`src/rtl/reg_write_arbiter.sv`:
```
// ---------------------------------------------------------------------------
// reg_write_arbiter
//
// Shares the single write port of a register bank among NREQ requesters
// (ALU result, memory load, PC update, ...). Round-robin arbitration with an
// optional lock that lets one requester issue back-to-back beats, up to
// MAX_LOCK of them, before it is forced to let the others in.
//
// Handshake: a requester raises req[i] with req_addr/req_data slice i stable
// and holds them until it sees ack[i]; the cycle ack[i] is high is the cycle
// the beat is consumed (reg_we/reg_din present, bank writes at the edge that
// ends it). The requester may present its next beat in the following cycle.
//
// Ports:
//   clk        rising-edge clock
//   reset      asynchronous, active-high
//   req        request per requester
//   req_lock   ask for back-to-back beats while asserted with req
//   req_addr   target register per requester, slice i = [i*AW +: AW]
//   req_data   write data per requester, slice i = [i*WIDTH +: WIDTH]
//   ack        one-hot pulse, beat consumed (coincident with reg_we)
//   reg_we     one-hot write enable to the register bank
//   reg_din    write data to the register bank
//   err        pulses with ack when the granted address is >= NREGS
//   busy       high while a beat is being presented (GRANT or BURST)
//   dbg_state  current FSM state (0 IDLE, 1 GRANT, 2 BURST)
// ---------------------------------------------------------------------------
module reg_write_arbiter #(
  parameter int WIDTH    = 16,
  parameter int NREQ     = 3,
  parameter int NREGS    = 6,
  parameter int AW       = 3,
  parameter int MAX_LOCK = 4
) (
  input  logic                  clk,
  input  logic                  reset,
  input  logic [NREQ-1:0]       req,
  input  logic [NREQ-1:0]       req_lock,
  input  logic [NREQ*AW-1:0]    req_addr,
  input  logic [NREQ*WIDTH-1:0] req_data,
  output logic [NREQ-1:0]       ack,
  output logic [NREGS-1:0]      reg_we,
  output logic [WIDTH-1:0]      reg_din,
  output logic                  err,
  output logic                  busy,
  output logic [1:0]            dbg_state
);

  localparam int PW = (NREQ > 1) ? $clog2(NREQ) : 1;
  localparam int CW = $clog2(MAX_LOCK + 1);
  localparam logic [CW-1:0] MAX_CNT = CW'(MAX_LOCK);

  // The state describes what is on the outputs right now: IDLE = nothing,
  // GRANT = a single beat, BURST = a locked beat from requester 'hold'.
  typedef enum logic [1:0] {
    IDLE  = 2'd0,
    GRANT = 2'd1,
    BURST = 2'd2
  } state_t;

  state_t           state, state_d;
  logic [PW-1:0]    rr_ptr, rr_ptr_d;
  logic [PW-1:0]    hold, hold_d;
  logic [CW-1:0]    lock_cnt, lock_cnt_d;

  logic [NREQ-1:0]  ack_d;
  logic [NREGS-1:0] reg_we_d;
  logic [WIDTH-1:0] reg_din_d;
  logic             err_d;

  logic [NREQ-1:0]  elig;
  logic             found;
  logic [PW-1:0]    win;
  logic             hold_go;
  logic             sel_valid;
  logic [PW-1:0]    sel;
  logic [AW-1:0]    sel_addr;

  function automatic logic [PW-1:0] wrap(input int v);
    return PW'(v % NREQ);
  endfunction

  // A requester acked this cycle still shows req (it drops it next cycle),
  // so it must not be granted again off the same request. In BURST the ack
  // is always the holder's, so this mask also covers the forced release.
  assign elig = req & ~ack;

  // Round-robin search starting at rr_ptr.
  always_comb begin
    found = 1'b0;
    win   = '0;
    for (int k = 0; k < NREQ; k++) begin
      if (!found && elig[wrap(int'(rr_ptr) + k)]) begin
        found = 1'b1;
        win   = wrap(int'(rr_ptr) + k);
      end
    end
  end

  // Holder keeps the port while it keeps req and lock and has beats left.
  assign hold_go = (state == BURST) && req[hold] && req_lock[hold] &&
                   (lock_cnt < MAX_CNT);

  always_comb begin
    state_d    = state;
    rr_ptr_d   = rr_ptr;
    hold_d     = hold;
    lock_cnt_d = lock_cnt;
    sel_valid  = 1'b0;
    sel        = '0;
    sel_addr   = '0;
    ack_d      = '0;
    reg_we_d   = '0;
    reg_din_d  = '0;
    err_d      = 1'b0;

    if (hold_go) begin
      // Locked beat: pointer stays put so the others keep their place.
      sel_valid  = 1'b1;
      sel        = hold;
      lock_cnt_d = lock_cnt + 1'b1;
      state_d    = BURST;
    end else begin
      if ((state == BURST) && (lock_cnt == MAX_CNT)) begin
        rr_ptr_d = wrap(int'(hold) + 1);
      end
      if (found) begin
        sel_valid  = 1'b1;
        sel        = win;
        rr_ptr_d   = wrap(int'(win) + 1);
        hold_d     = win;
        lock_cnt_d = CW'(1);
        state_d    = (req_lock[win] && (MAX_LOCK > 1)) ? BURST : GRANT;
      end else begin
        state_d = IDLE;
      end
    end

    if (sel_valid) begin
      ack_d[sel] = 1'b1;
      reg_din_d  = req_data[int'(sel)*WIDTH +: WIDTH];
      sel_addr   = req_addr[int'(sel)*AW +: AW];
      if (int'(sel_addr) < NREGS) begin
        for (int r = 0; r < NREGS; r++) begin
          reg_we_d[r] = (int'(sel_addr) == r);
        end
      end else begin
        err_d = 1'b1;
      end
    end
  end

  always_ff @(posedge clk or posedge reset) begin
    if (reset) begin
      state    <= IDLE;
      rr_ptr   <= '0;
      hold     <= '0;
      lock_cnt <= '0;
      ack      <= '0;
      reg_we   <= '0;
      reg_din  <= '0;
      err      <= 1'b0;
    end else begin
      state    <= state_d;
      rr_ptr   <= rr_ptr_d;
      hold     <= hold_d;
      lock_cnt <= lock_cnt_d;
      ack      <= ack_d;
      reg_we   <= reg_we_d;
      reg_din  <= reg_din_d;
      err      <= err_d;
    end
  end

  assign busy      = (state != IDLE);
  assign dbg_state = state;

endmodule

```
`config.mk`:
```
export PLATFORM = sky130hd
export DESIGN_NAME = reg_write_arbiter
export DESIGN_NICKNAME = d
export VERILOG_FILES = /design/src/rtl/reg_write_arbiter.sv
export SDC_FILE = /design/constraint.sdc
export NUM_CORES = 1
export LEC_CHECK = 0
export CAP_MARGIN = 25
export CELL_PAD_IN_SITES_DETAIL_PLACEMENT = 0
export CELL_PAD_IN_SITES_GLOBAL_PLACEMENT = 1
export CORE_MARGIN = 2
export CORE_UTILIZATION = 28
export CTS_CLUSTER_SIZE = 24
export DETAILED_ROUTE_END_ITERATION = 16
export PLACE_DENSITY = 0.86
export SYNTH_ARGS = -nofsm -noshare
export SYNTH_HDL_FRONTEND = slang
export SYNTH_SLANG_ARGS = --single-unit
export TNS_END_PERCENT = 30
```
`constraint.sdc`:
```
create_clock -name clk -period 2.76 [get_ports clk]
set_input_delay 0.414 -clock clk [delete_from_list [all_inputs] [get_ports clk]]
set_output_delay 0.414 -clock clk [all_outputs]
set_load 0.01 [all_outputs]
```
# Yosys cells after proc, flatten, opt, wreduce, memory -nomap -nowiden
# Index checks and enable logic that the tools add are counted.
# W data, S select, Z words.
totals:
  inputBits: 65
  out_inout_bits: 29
  elab_cells: 92
  register_bits: 35
op_classes:
  bitwise_logic: 3
  div_mod_pow: 5
  reduce_logical: 15
  eq_ne: 7
  shifts: 2
  mul: 1
  addsub: 5
  mux: 37
  order_cmp: 9
op_table:
  columns: ["operator", "count"]
  rows:
  - ["$mod A32 B3 Y32 const B", 4]
  - ["$shiftx A48 B7 Y16", 1]
  - ["$mod A3 B3 Y32 const B", 1]
  - ["$mux W2", 10]
  - ["$lt A2 B3 Y1 const B", 6]
  - ["$mux W16", 1]
  - ["$eq A3 B3 Y1 const B", 5]
  - ["$mux W1", 14]
  - ["$bmux W1 S2", 6]
  - ["$mux W6", 2]
  - ["$add A2 B1 Y3 const B", 3]
  - ["$mux W3", 3]
  - ["$shiftx A9 B5 Y3", 1]
  - ["$logic_and A1 B1 Y1", 7]
  - ["$lt A3 B3 Y1 const B", 2]
  - ["$reduce_bool A2 Y1", 3]
  - ["$mul A2 B2 Y4 const B", 1]
  - ["$reduce_and A2 Y1", 2]
  - ["$add A2 B2 Y3 const B", 1]
  - ["$add A3 B1 Y3 const B", 1]
  - ["$and A3 B3 Y3", 1]
  - ["$eq A3 B2 Y1 const B", 1]
  - ["$logic_not A3 Y1", 1]
  - ["$not A3 Y3", 1]
  - ["5 further kinds", 6]

# Logic depth before layout (Yosys ltp)
# Gate-level depths: netlist of the first run.
depth:
  ltp_word: 18
  mapped_depth: 10
  depth_no_buf: 9

# Worst setup path before layout of the first run
# OpenSTA, ideal clock, no wires.
synth_path:
  path_kind: "reg-to-reg"
  from: "register rr_ptr[0]"
  to: "register reg_we[0]"
  path_slack_ns: 0.307
  setup_ns: 0.081
  required_ns: 2.679
  path_buffers: 0
  path_stages_with_launch: 10
  arrival_ns: 2.372
  period_less_slack_ns: 2.453
  path_cell_list: "dfrtp_1 inv_1 ha_1 nand2_1 a21boi_0 or4_4 o21ai_4 nor2_4 a222oi_1 nor3b_2"
synth_via:
  elab_chain_len: 17
  elab_cells_between_ends: 31
  cone_classes: "add/sub: 2; mul: 1; div: 3; order compare: 1; shift: 1; mux: 18; reduce/logical: 5"
synth_rtl:
  columns: ["element", "line", "text"]
  rows:
  - ["from (decl)", "62", "logic [PW-1:0] rr_ptr, rr_ptr_d;"]
  - ["from (signal assigned)", "165", "rr_ptr <= rr_ptr_d;"]
  - ["branches (longest 16 deep; another with $mod A32 B3 Y32)", null, null]
  - ["$mux W6 (*)", "139", "if (sel_valid) begin"]
  - ["named net reg_we_d[0]", "67", "logic [NREGS-1:0] reg_we_d;"]
  - ["to (signal assigned)", "169", "reg_we <= reg_we_d;"]
  - ["to (decl)", "42", "output logic [NREGS-1:0] reg_we,"]
# Mark *: on every way through the listed nets, which the timed path passes. The select of a mux whose other input is x is not followed.
# A chain may end at the register's enable or synchronous reset.

# Worst setup path after layout of the first run
layout_path:
  from: "register rr_ptr[0]"
  to: "register reg_we[2]"
layout_via:
  elab_chain_len: 17
  elab_cells_between_ends: 31
  cone_classes: "add/sub: 2; mul: 1; div: 3; order compare: 1; eq/ne: 1; shift: 1; mux: 18; reduce/logical: 4"
layout_rtl:
  columns: ["element", "line"]
  rows:
  - ["branches (longest 16 deep; another with $mod A32 B3 Y32)", null]
  - ["$mux W6 (*)", "139"]
  - ["named net reg_we_d[2]", "67"]
# Marked as above.

==> results of run 1 <==
[synthesized netlist by cell type (all sizes together), types with 4 or more instances]
library cell,instances
buf,5
nand2b,5
nor3,6
dfrtp,35
nand2,19
nor2,6
mux2,4
inv,18
a22oi,17
ha,5
nor2b,4
o21ai,21
[layout make-up]
type | count | area (sq um) | share of cell area
clock buffers | 6 | 82.6 | 0.0278
clock inverters | 1 | 5.00 | 0.00168
inverters | 18 | 67.6 | 0.0227
multi-input cells | 122 | 817 | 0.275
flip-flops and latches | 35 | 876 | 0.295
well taps | 77 | 96.3 | 0.0324
repair buffers | 106 | 1030 | 0.346
[state kept, by name, summed over array words and instances (netlist names)]
register and count:
ack 3, dbg_state 2, err 1, hold 2, lock_cnt 3, reg_din 16
reg_we 6, rr_ptr 2
[placed cells by master (no fill, tap or decap), types with 2 or more instances in the layout]
master	synthesis	routed
a21o_1	3	3
a21oi_1	3	3
a22oi_1	17	17
and3_1	2	2
and3b_1	2	2
buf_4	0	13
clkbuf_8	0	6
clkdlybuf4s50_1	0	93
dfrtp_1	35	35
ha_1	5	5
inv_1	18	18
mux2_2	4	4
nand2_1	19	19
nand2b_1	5	5
nand3_1	2	2
nor2_1	5	5
nor2b_1	4	4
nor3_1	6	6
nor3b_2	1	2
o21ai_0	13	13
o21ai_1	7	7
o311ai_1	2	2
[metrics by stage]
| step | util | setup slack (ns) | hold WS, ns |
|---|---|---|---|
| floorplan | - | 0.307 | 0.489 |
| global route | 0.476 | -0.0223 | 0.559 |
| finish | 0.476 | 0.181 | 0.535 |
| CTS | 0.476 | 0.176 | 0.541 |
| detailed placement | 0.462 | 0.0619 | 0.515 |
| global placement | 0.462 | 0.0960 | 0.508 |
[power groups by stage]
stage	logic, uW	clock network, uW	registers [uW]
after floorplan	995	0	914
after global placement	1940	0	843
after detailed placement	1970	0	847
after CTS	1980	392	838
after global routing	2160	407	861
final	1970	376	835
[final timing paths]
kind | from | to | slack (ns)
worst min register to register | lock_cnt[2] | lock_cnt[2] | 0.55
min in group clk | lock_cnt[2] | lock_cnt[2] | 0.55
max in group asynchronous | reset | reg_din[15] | 1.90
worst max-delay path | rr_ptr[0] | reg_we[2] | 0.18
worst min-delay path | reset | dbg_state[1] | 0.53
worst max register to register | rr_ptr[0] | reg_we[2] | 0.18
[worst max-delay path, cell delays in order, from the launching register on]
cell,delay (ns)
dfrtp_1,0.38
inv_1,0.05
ha_1,0.36
nand2_1,0.11
a21boi_0,0.08
or4_4,0.54
o21ai_4,0.26
buf_4,0.23
nand2_1,0.07
o311ai_1,0.15
and3b_1,0.23
[logic make-up after synthesis]
kind of cell	count (synthesis)	share of synthesized area
AND/OR/NAND/NOR	55	0.169
buffers and inverters	24	0.0540
AO/OA/AOI/OAI	57	0.220
adder cells (fa/ha/maj)	5	0.0351
flip-flops	35	0.491
multiplexers	5	0.0309
[per-layer routing]
metal | track usage | vias to the layer above | wire (um)
li1 | - | 858 | -
met1 | 0.168 | 838 | 2050
met2 | 0.254 | 72 | 2550
met3 | 0.0495 | 8 | 397
met4 | 0.0513 | 0 | 91
met5 | 0 | - | 0
[timing repair]
action	in CTS	in global routing
buffers inserted	0	0
gates resized for setup	0	1
setup endpoints to repair	0	2
endpoints found under the hold margin	0	0
==> flow_summary_export.csv, run 1 <==
group,metric,value,unit
setup_path,cp.required,2.93,ns
setup_path,crit_path_max_fanout,10,
pwr,pwr_density_cell,1070,nW/um^2
timing,setup_viol,0,
final_layout,area_growth,66.6,%
setup_path,r2r_cells,10,
pwr,power.switching,1260,uW
placed_design,place_area,2880,sq um
final_layout,fin_area,2970,sq um
floorplanning,start_util,0.286,
timing,period_share,0.934,
floorplanning,ios,94,
synthesis,synth_top_area_cell,"dfrtp_1",
drt,firstDrtPassIters,4,
timing,hold_viol,0,
pwr,pwr-share-seq,0.263,
timing,final_max_slew_viol_count,0,
synthesis,synthCells,181,
job,maxCapViolCount,0,
drt,first_iter_violations,85,
status,status,"complete, no violations",
synthesis,ys_warn_count,0,
global_routing,track_usage,0.146,
timing,min_period,2.58,ns
timing,relSlewSlack,0.545,
global_routing,antenna_found_initial,0,
setup_path,worst_setup_path_start_kind,"register",
final_layout,nNetsFinal,358,
clocking,clock_latency,0.29,ns
drt,wl_per_cell,13.9,um
global_routing,grt-ovfl-total,0,
synthesis,yosysUniqueCellTypes,42,
pwr,sw_frac_of_total,0.397,
synthesis,yosysSeqAreaShare,0.491,
drt,vias_per_cell,4.87,
synthesis,yosys-top-cells-area,"dfrtp_1, a22oi_1, nand2_1, inv_1, o21ai_0",
final_layout,drive_gt1_frac,0.104,
pwr,pwr-share-clk,0.118,
drt,drc,0,
hold_path,hold_path.class,"input port to asynchronous set/reset pin",
pwr,p_comb_frac,0.619,
clocking,clk_pin_slew,0.08,ns
timing,worst_pin_slew,0.672,ns
global_routing,grt_pass1_wl,8250,um
setup_path,end_kind,"register",
placed_design,portBuffers,93,
timing,finClkSkew,0.0116,ns
synthesis,synth_top_area_frac,0.491,
floorplanning,rows,29,
placed_design,routabilityCongestion,0.809,
clocking,htreeDepth,2,
global_routing,grt_max_degree,36,
synthesis,synth-edff-count,0,
clocking,cts_tree,"done",
final_layout,n_antenna_cell,0,
pwr,internal_power,1910,uW
placed_design,placed_cells,358,
clocking,ctsHoldBuffers,0,
floorplanning,dieHeight,83.8,um
synthesis,synth_nets,251,
timing,rsz0062_at_grt,"yes",
final_layout,fin_cells,365,
synthesis,synthesis.area,1780,sq um
synthesis,async_reset_ff_frac,1.00,
floorplanning,dieArea,7030,sq um
floorplanning,die_w,83.8,um
synthesis,ys_ff_latch,35,
pwr,p_leak,0.00132,uW
timing,max_clock_freq,0.388,GHz
drt,ant_nets,0,
drt,routed_wirelength,5090,um
setup_path,worst-setup-path-type,"register to register",
clocking,root_buffer,"clkbuf_8",
global_routing,grt_pass1_vias,1822,
placed_design,dp_hpwl,3960,um
drt,route.vias.total,1776,
pwr,peakVddDrop,0.344,mV
setup_path,arrival,2.75,ns
final_layout,fillerInstances,635,
synthesis,synth_area_per_cell,9.86,sq um
clocking,clock_sinks,35,
clocking,numCtsBuffers,5,
floorplanning,coreArea,6240,sq um
pwr,power,3180,uW
synthesis,ys.flop_type,"dfrtp_1",
clocking,ctsLongestPathBuffers,2,
timing,fin_tns_setup,0,ns
No activity file was read; power rests on OpenSTA's default activity.
==> inputs of run 2 (changes only) <==
--- a/config.mk
+++ b/config.mk
@@ -9,10 +9,12 @@
 export CELL_PAD_IN_SITES_DETAIL_PLACEMENT = 0
 export CELL_PAD_IN_SITES_GLOBAL_PLACEMENT = 1
 export CORE_MARGIN = 2
-export CORE_UTILIZATION = 28
+export CORE_UTILIZATION = 29
+export CTS_BUF_LIST = sky130_fd_sc_hd__clkbuf_4
 export CTS_CLUSTER_SIZE = 24
 export DETAILED_ROUTE_END_ITERATION = 16
-export PLACE_DENSITY = 0.86
+export MAX_ROUTING_LAYER = met4
+export PLACE_DENSITY = 0.89
 export SYNTH_ARGS = -nofsm -noshare
 export SYNTH_HDL_FRONTEND = slang
 export SYNTH_SLANG_ARGS = --single-unit
==> flow_summary_export.csv, run 2 (synthesis gave the netlist of run 1 again) <==
group,metric,value,unit
status,status,"complete, no violations",
floorplanning,rows,28,
drt,ant_nets,0,
global_routing,grt_use_met2,0.263,
timing,final_max_slew_viol_count,0,
placed_design,portBuffers,93,
setup_path,startpoint,"rr_ptr[0]",
timing,fin_tns_setup,0,ns
timing,max_clock_freq,0.389,GHz
setup_path,regToRegStartpoint,"rr_ptr[0]",
placed_design,dp_hpwl,3880,um
setup_path,worstPathCellList,"inv_1 > ha_2 > nand2_1 > a21boi_0 > or4_4 > o21ai_4 > nor2_4 > a222oi_1 > buf_4 > nor3b_2",
timing,rsz0062_at_grt,"no",
final_layout,final_common_cell,"clkdlybuf4s50_1",
setup_path,r2r_cells,10,
final_layout,top_register,"reg_din",
final_layout,area_growth,66.0,%
final_layout,most-common-layout-cells,"clkdlybuf4s50_1, dfrtp_1, nand2_1",
clocking,ctsLongestPathBuffers,2,
job,maxCapViolCount,0,
final_layout,fin_cells,366,
drt,wl_per_cell,13.5,um
setup_path,worst-setup-path-type,"register to register",
final_layout,largest_reg_flops,16,
floorplanning,coreArea,5920,sq um
timing,worst_pin_slew,0.586,ns
timing,finClkSkew,0.00999,ns
setup_path,crit_path_top_delay_cell,"or4_4",
clocking,ctsHoldBuffers,0,
global_routing,grt_max_degree,36,
drt,vias_per_cell,4.79,
drt,drc,0,
clocking,clk_pin_slew,0.11,ns
pwr,pwr_density_cell,1050,nW/um^2
clocking,root_buffer,"clkbuf_4",
placed_design,placed_cells,355,
global_routing,grt-ovfl-total,0,
setup_path,cp.required,3.03,ns
global_routing,grt_use_met1,0.172,
timing,setup_viol,0,
drt,first_iter_violations,61,
global_routing,track_usage,0.156,
floorplanning,dieArea,6800,sq um
global_routing,antenna_found_initial,0,
pwr,peakVddDrop,0.476,mV
global_routing,grt_pass1_vias,1764,
floorplanning,ios,94,
pwr,p_leak,0.00132,uW
setup_path,end_kind,"register",
floorplanning,start_util,0.301,
final_layout,nNetsFinal,360,
timing,min_period,2.57,ns
final_layout,utilization,0.500,
floorplanning,dieHeight,82.4,um
placed_design,place_area,2870,sq um
clocking,htreeDepth,2,
floorplanning,die_w,82.4,um
drt,route.vias.total,1754,
final_layout,fin_area,2960,sq um
setup_path,max_stage_delay,0.55,ns
timing,period_share,0.931,
drt,routed_wirelength,4960,um
setup_path,crit_path_max_fanout,7,
final_layout,reg.largest.list,"reg_din: 16 flops, reg_we: 6 flops",
global_routing,grt_pass1_wl,7710,um
timing,relSlewSlack,0.603,
global_routing,grt_use_met3,0.0380,
hold_path,hold_path.class,"input port to asynchronous set/reset pin",
clocking,clock_sinks,35,
clocking,cts_tree,"done",
timing,hold_viol,0,
clocking,numCtsBuffers,5,
placed_design,routabilityCongestion,0.796,
setup_path,worst_setup_path_start_kind,"register",
clocking,clock_latency,0.34,ns
setup_path,arrival,2.84,ns
final_layout,n_antenna_cell,0,
global_routing,top_usage_layer,"met2",
drt,firstDrtPassIters,4,
final_layout,drive_gt1_frac,0.117,
run 2: timing repair:
| item | CTS | global route |
|---|---|---|
| setup buffers | 0 | 3 |
| resized for setup | 0 | 4 |
| endpoints found under the setup margin | 0 | 5 |
run 2: worst paths after layout:
path / slack [ns] / to
max: 0.19 / reg_we[0]
min in group clk: 0.55 / lock_cnt[2]
max reg2reg: 0.19 / reg_we[0]
min reg2reg: 0.55 / lock_cnt[2]
max in group asynchronous: 1.98 / ack[1]
min: 0.46 / ack[0]
run 2: cell type report:
type	instances	area (sq um)
timing repair buffer	108	1050
fill	566	2960
inverter	18	67.6
sequential	35	876
tap	75	93.8
clock buffer	7	52.6
multi-input combinational	122	816
clock inverter	1	5.00
run 2: layer usage:
metal,vias up,part of all wire
met2,64,0.50
li1,865,-
met5,-,0
met1,815,0.42
met3,10,0.063
met4,0,0.023
run 2: critical path, delay by kind of cell (launching register included):
kind / cells / cell delay, ns
AND/OR/NAND/NOR: 4 / 0.83
adder cells (fa/ha/maj): 1 / 0.30
buffers and inverters: 2 / 0.26
flip-flops: 1 / 0.42
AO/OA/AOI/OAI: 3 / 0.68
run 2: report_power, final:
part	internal (uW)	switching, uW	total (uW)
registers	734	96.0	830
logic	1020	964	1980
clock network	119	170	288
run 2: stage by stage:
step / hold slack (ns) / worst slack (ns) / power, uW
6_report: 0.458 / 0.191 / 3100
4_1_cts: 0.464 / 0.137 / 3090
3_5_place_dp: 0.526 / 0.0441 / 2780
2_1_floorplan: 0.489 / 0.307 / 1910
5_1_grt: 0.498 / 0.0336 / 3370
3_3_place_gp: 0.508 / 0.111 / 2740
==> inputs of run 3 (changes only) <==
--- a/config.mk
+++ b/config.mk
@@ -8,7 +8,7 @@
 export CAP_MARGIN = 25
 export CELL_PAD_IN_SITES_DETAIL_PLACEMENT = 0
 export CELL_PAD_IN_SITES_GLOBAL_PLACEMENT = 1
-export CORE_MARGIN = 2
+export CORE_MARGIN = 1
 export CORE_UTILIZATION = 29
 export CTS_BUF_LIST = sky130_fd_sc_hd__clkbuf_4
 export CTS_CLUSTER_SIZE = 24
==> flow_summary_export.csv, run 3 (synthesis gave the netlist of run 1 again) <==
group,metric,value,unit
floorplanning,die_w,80.4,um
floorplanning,ios,94,
final_layout,fillerInstances,570,
timing,setup_viol,0,
clocking,cts_tree,"done",
clocking,clock_latency,0.33,ns
setup_path,cp.required,2.98,ns
global_routing,antenna_found_initial,0,
global_routing,track_usage,0.157,
placed_design,routabilityCongestion,0.879,
final_layout,nNetsFinal,357,
global_routing,grt_use_met1,0.186,
pwr,power.switching,1220,uW
timing,setup_slack,0.197,ns
global_routing,grt-ovfl-total,0,
setup_path,worstReg2RegEnd,"reg_we[2]",
timing,min_period,2.56,ns
placed_design,portBuffers,93,
pwr,sw_frac_of_total,0.404,
clocking,root_buffer,"clkbuf_4",
timing,finClkSkew,0.0113,ns
pwr,p_comb_frac,0.637,
drt,routed_wirelength,4690,um
global_routing,grt_pass1_wl,7470,um
drt,route.vias.total,1733,
final_layout,most-common-layout-cells,"clkdlybuf4s50_1, dfrtp_1, nand2_1",
setup_path,crit_path_max_fanout,12,
pwr,internal_power,1800,uW
setup_path,arrival,2.78,ns
global_routing,grt_use_met2,0.259,
hold_path,hold_path.class,"input port to asynchronous set/reset pin",
drt,drc,0,
clocking,cts_setup_buffers,0,
global_routing,grt_max_degree,36,
pwr,pwr-share-seq,0.276,
status,status,"complete, no violations",
setup_path,regToRegStartpoint,"rr_ptr[0]",
timing,relSlewSlack,0.622,
floorplanning,rows,28,
timing,max_clock_freq,0.390,GHz
clocking,ctsLongestPathBuffers,2,
clocking,clk_pin_slew,0.11,ns
floorplanning,dieArea,6470,sq um
drt,ant_nets,0,
final_layout,area_growth,63.8,%
final_layout,n_antenna_cell,0,
final_layout,top_register,"reg_din",
timing,worst_pin_slew,0.558,ns
drt,vias_per_cell,4.77,
clocking,clock_sinks,35,
final_layout,largest_reg_flops,16,
pwr,pwr_density_cell,1030,nW/um^2
clocking,numCtsBuffers,5,
timing,rsz0062_at_grt,"no",
floorplanning,dieHeight,80.4,um
placed_design,place_area,2870,sq um
floorplanning,coreArea,5920,sq um
timing,final_max_slew_viol_count,0,
pwr,p_leak,0.00129,uW
job,maxCapViolCount,0,
clocking,htreeDepth,2,
final_layout,fin_area,2920,sq um
clocking,ctsResizeCount,0,
pwr,pwr-share-clk,0.086,
final_layout,final_common_cell,"clkdlybuf4s50_1",
global_routing,grt_pass1_vias,1656,
clocking,ctsHoldBuffers,0,
pwr,power,3010,uW
drt,first_iter_violations,114,
global_routing,grt_use_met3,0.0477,
final_layout,drive_gt1_frac,0.0938,
timing,hold_viol,0,
timing,fin_tns_setup,0,ns
floorplanning,start_util,0.301,
drt,firstDrtPassIters,4,
setup_path,regToRegSetupSlack,0.20,ns
global_routing,top_usage_layer,"met2",
setup_path,r2r_cells,10,
timing,period_share,0.929,
placed_design,post-place-ws,0.0703,ns
setup_path,worst-setup-path-type,"register to register",
pwr,peakVddDrop,0.421,mV
drt,wl_per_cell,12.9,um
final_layout,reg.largest.list,"reg_din: 16 flops, reg_we: 6 flops",
setup_path,worst_setup_path_start_kind,"register",
placed_design,dp_hpwl,3750,um
setup_path,end_kind,"register",
==> run 3: routing by layer <==
layer / part of all wire / vias up / wire length [um]
li1: - / 860 / -
met1: 0.42 / 802 / 1970
met2: 0.51 / 66 / 2410
met3: 0.057 / 5 / 269
met4: 0.0096 / 0 / 45
met5: 0 / - / 0
==> run 3: worst max-delay path by stage <==
stage	from	to	slack, ns	cells after the start
2_1_floorplan	rr_ptr[0]	reg_we[0]	0.31	9
3_3_place_gp	req[0]	reg_we[2]	0.14	9
3_5_place_dp	req[0]	reg_we[2]	0.07	8
4_1_cts	rr_ptr[0]	reg_we[2]	0.19	10
5_1_grt	rr_ptr[0]	reg_we[0]	0.01	10
6_report	rr_ptr[0]	reg_we[2]	0.20	10
==> run 3: area by class of cell <==
| cell class | count | area, sq um | area share |
|---|---|---|---|
| Timing Repair Buffer | 105 | 1020 | 0.349 |
| Sequential cell | 35 | 876 | 0.300 |
| Multi-Input combinational cell | 122 | 812 | 0.278 |
| Tap cell | 75 | 93.8 | 0.0321 |
| Inverter | 18 | 67.6 | 0.0231 |
| Clock buffer | 5 | 37.5 | 0.0128 |
| Clock inverter | 3 | 15.0 | 0.00514 |
==> run 3: through the flow <==
| stage | hold WS [ns] | cells | util |
|---|---|---|---|
| finish | 0.463 | 363 | 0.494 |
| CTS | 0.468 | 363 | 0.494 |
| floorplan | 0.489 | 181 | - |
| global route | 0.514 | 363 | 0.494 |
| global placement | 0.524 | 355 | 0.485 |
| detailed placement | 0.528 | 355 | 0.485 |
==> run 3: power groups by stage <==
stage	registers (uW)	clock network (uW)	logic, uW
after floorplan	914	0	995
after global placement	844	0	1910
after detailed placement	847	0	1930
after CTS	837	277	1940
after global routing	854	299	2120
final	832	260	1920
==> run 3: worst max-delay path, stage by stage, from the launching register on <==
cell	delay, ns
dfrtp_1	0.38
inv_1	0.05
ha_1	0.36
nand2_1	0.11
a21boi_0	0.08
or4_4	0.54
o21ai_4	0.24
buf_4	0.23
nand2_1	0.07
o311ai_1	0.16
and3b_1	0.24
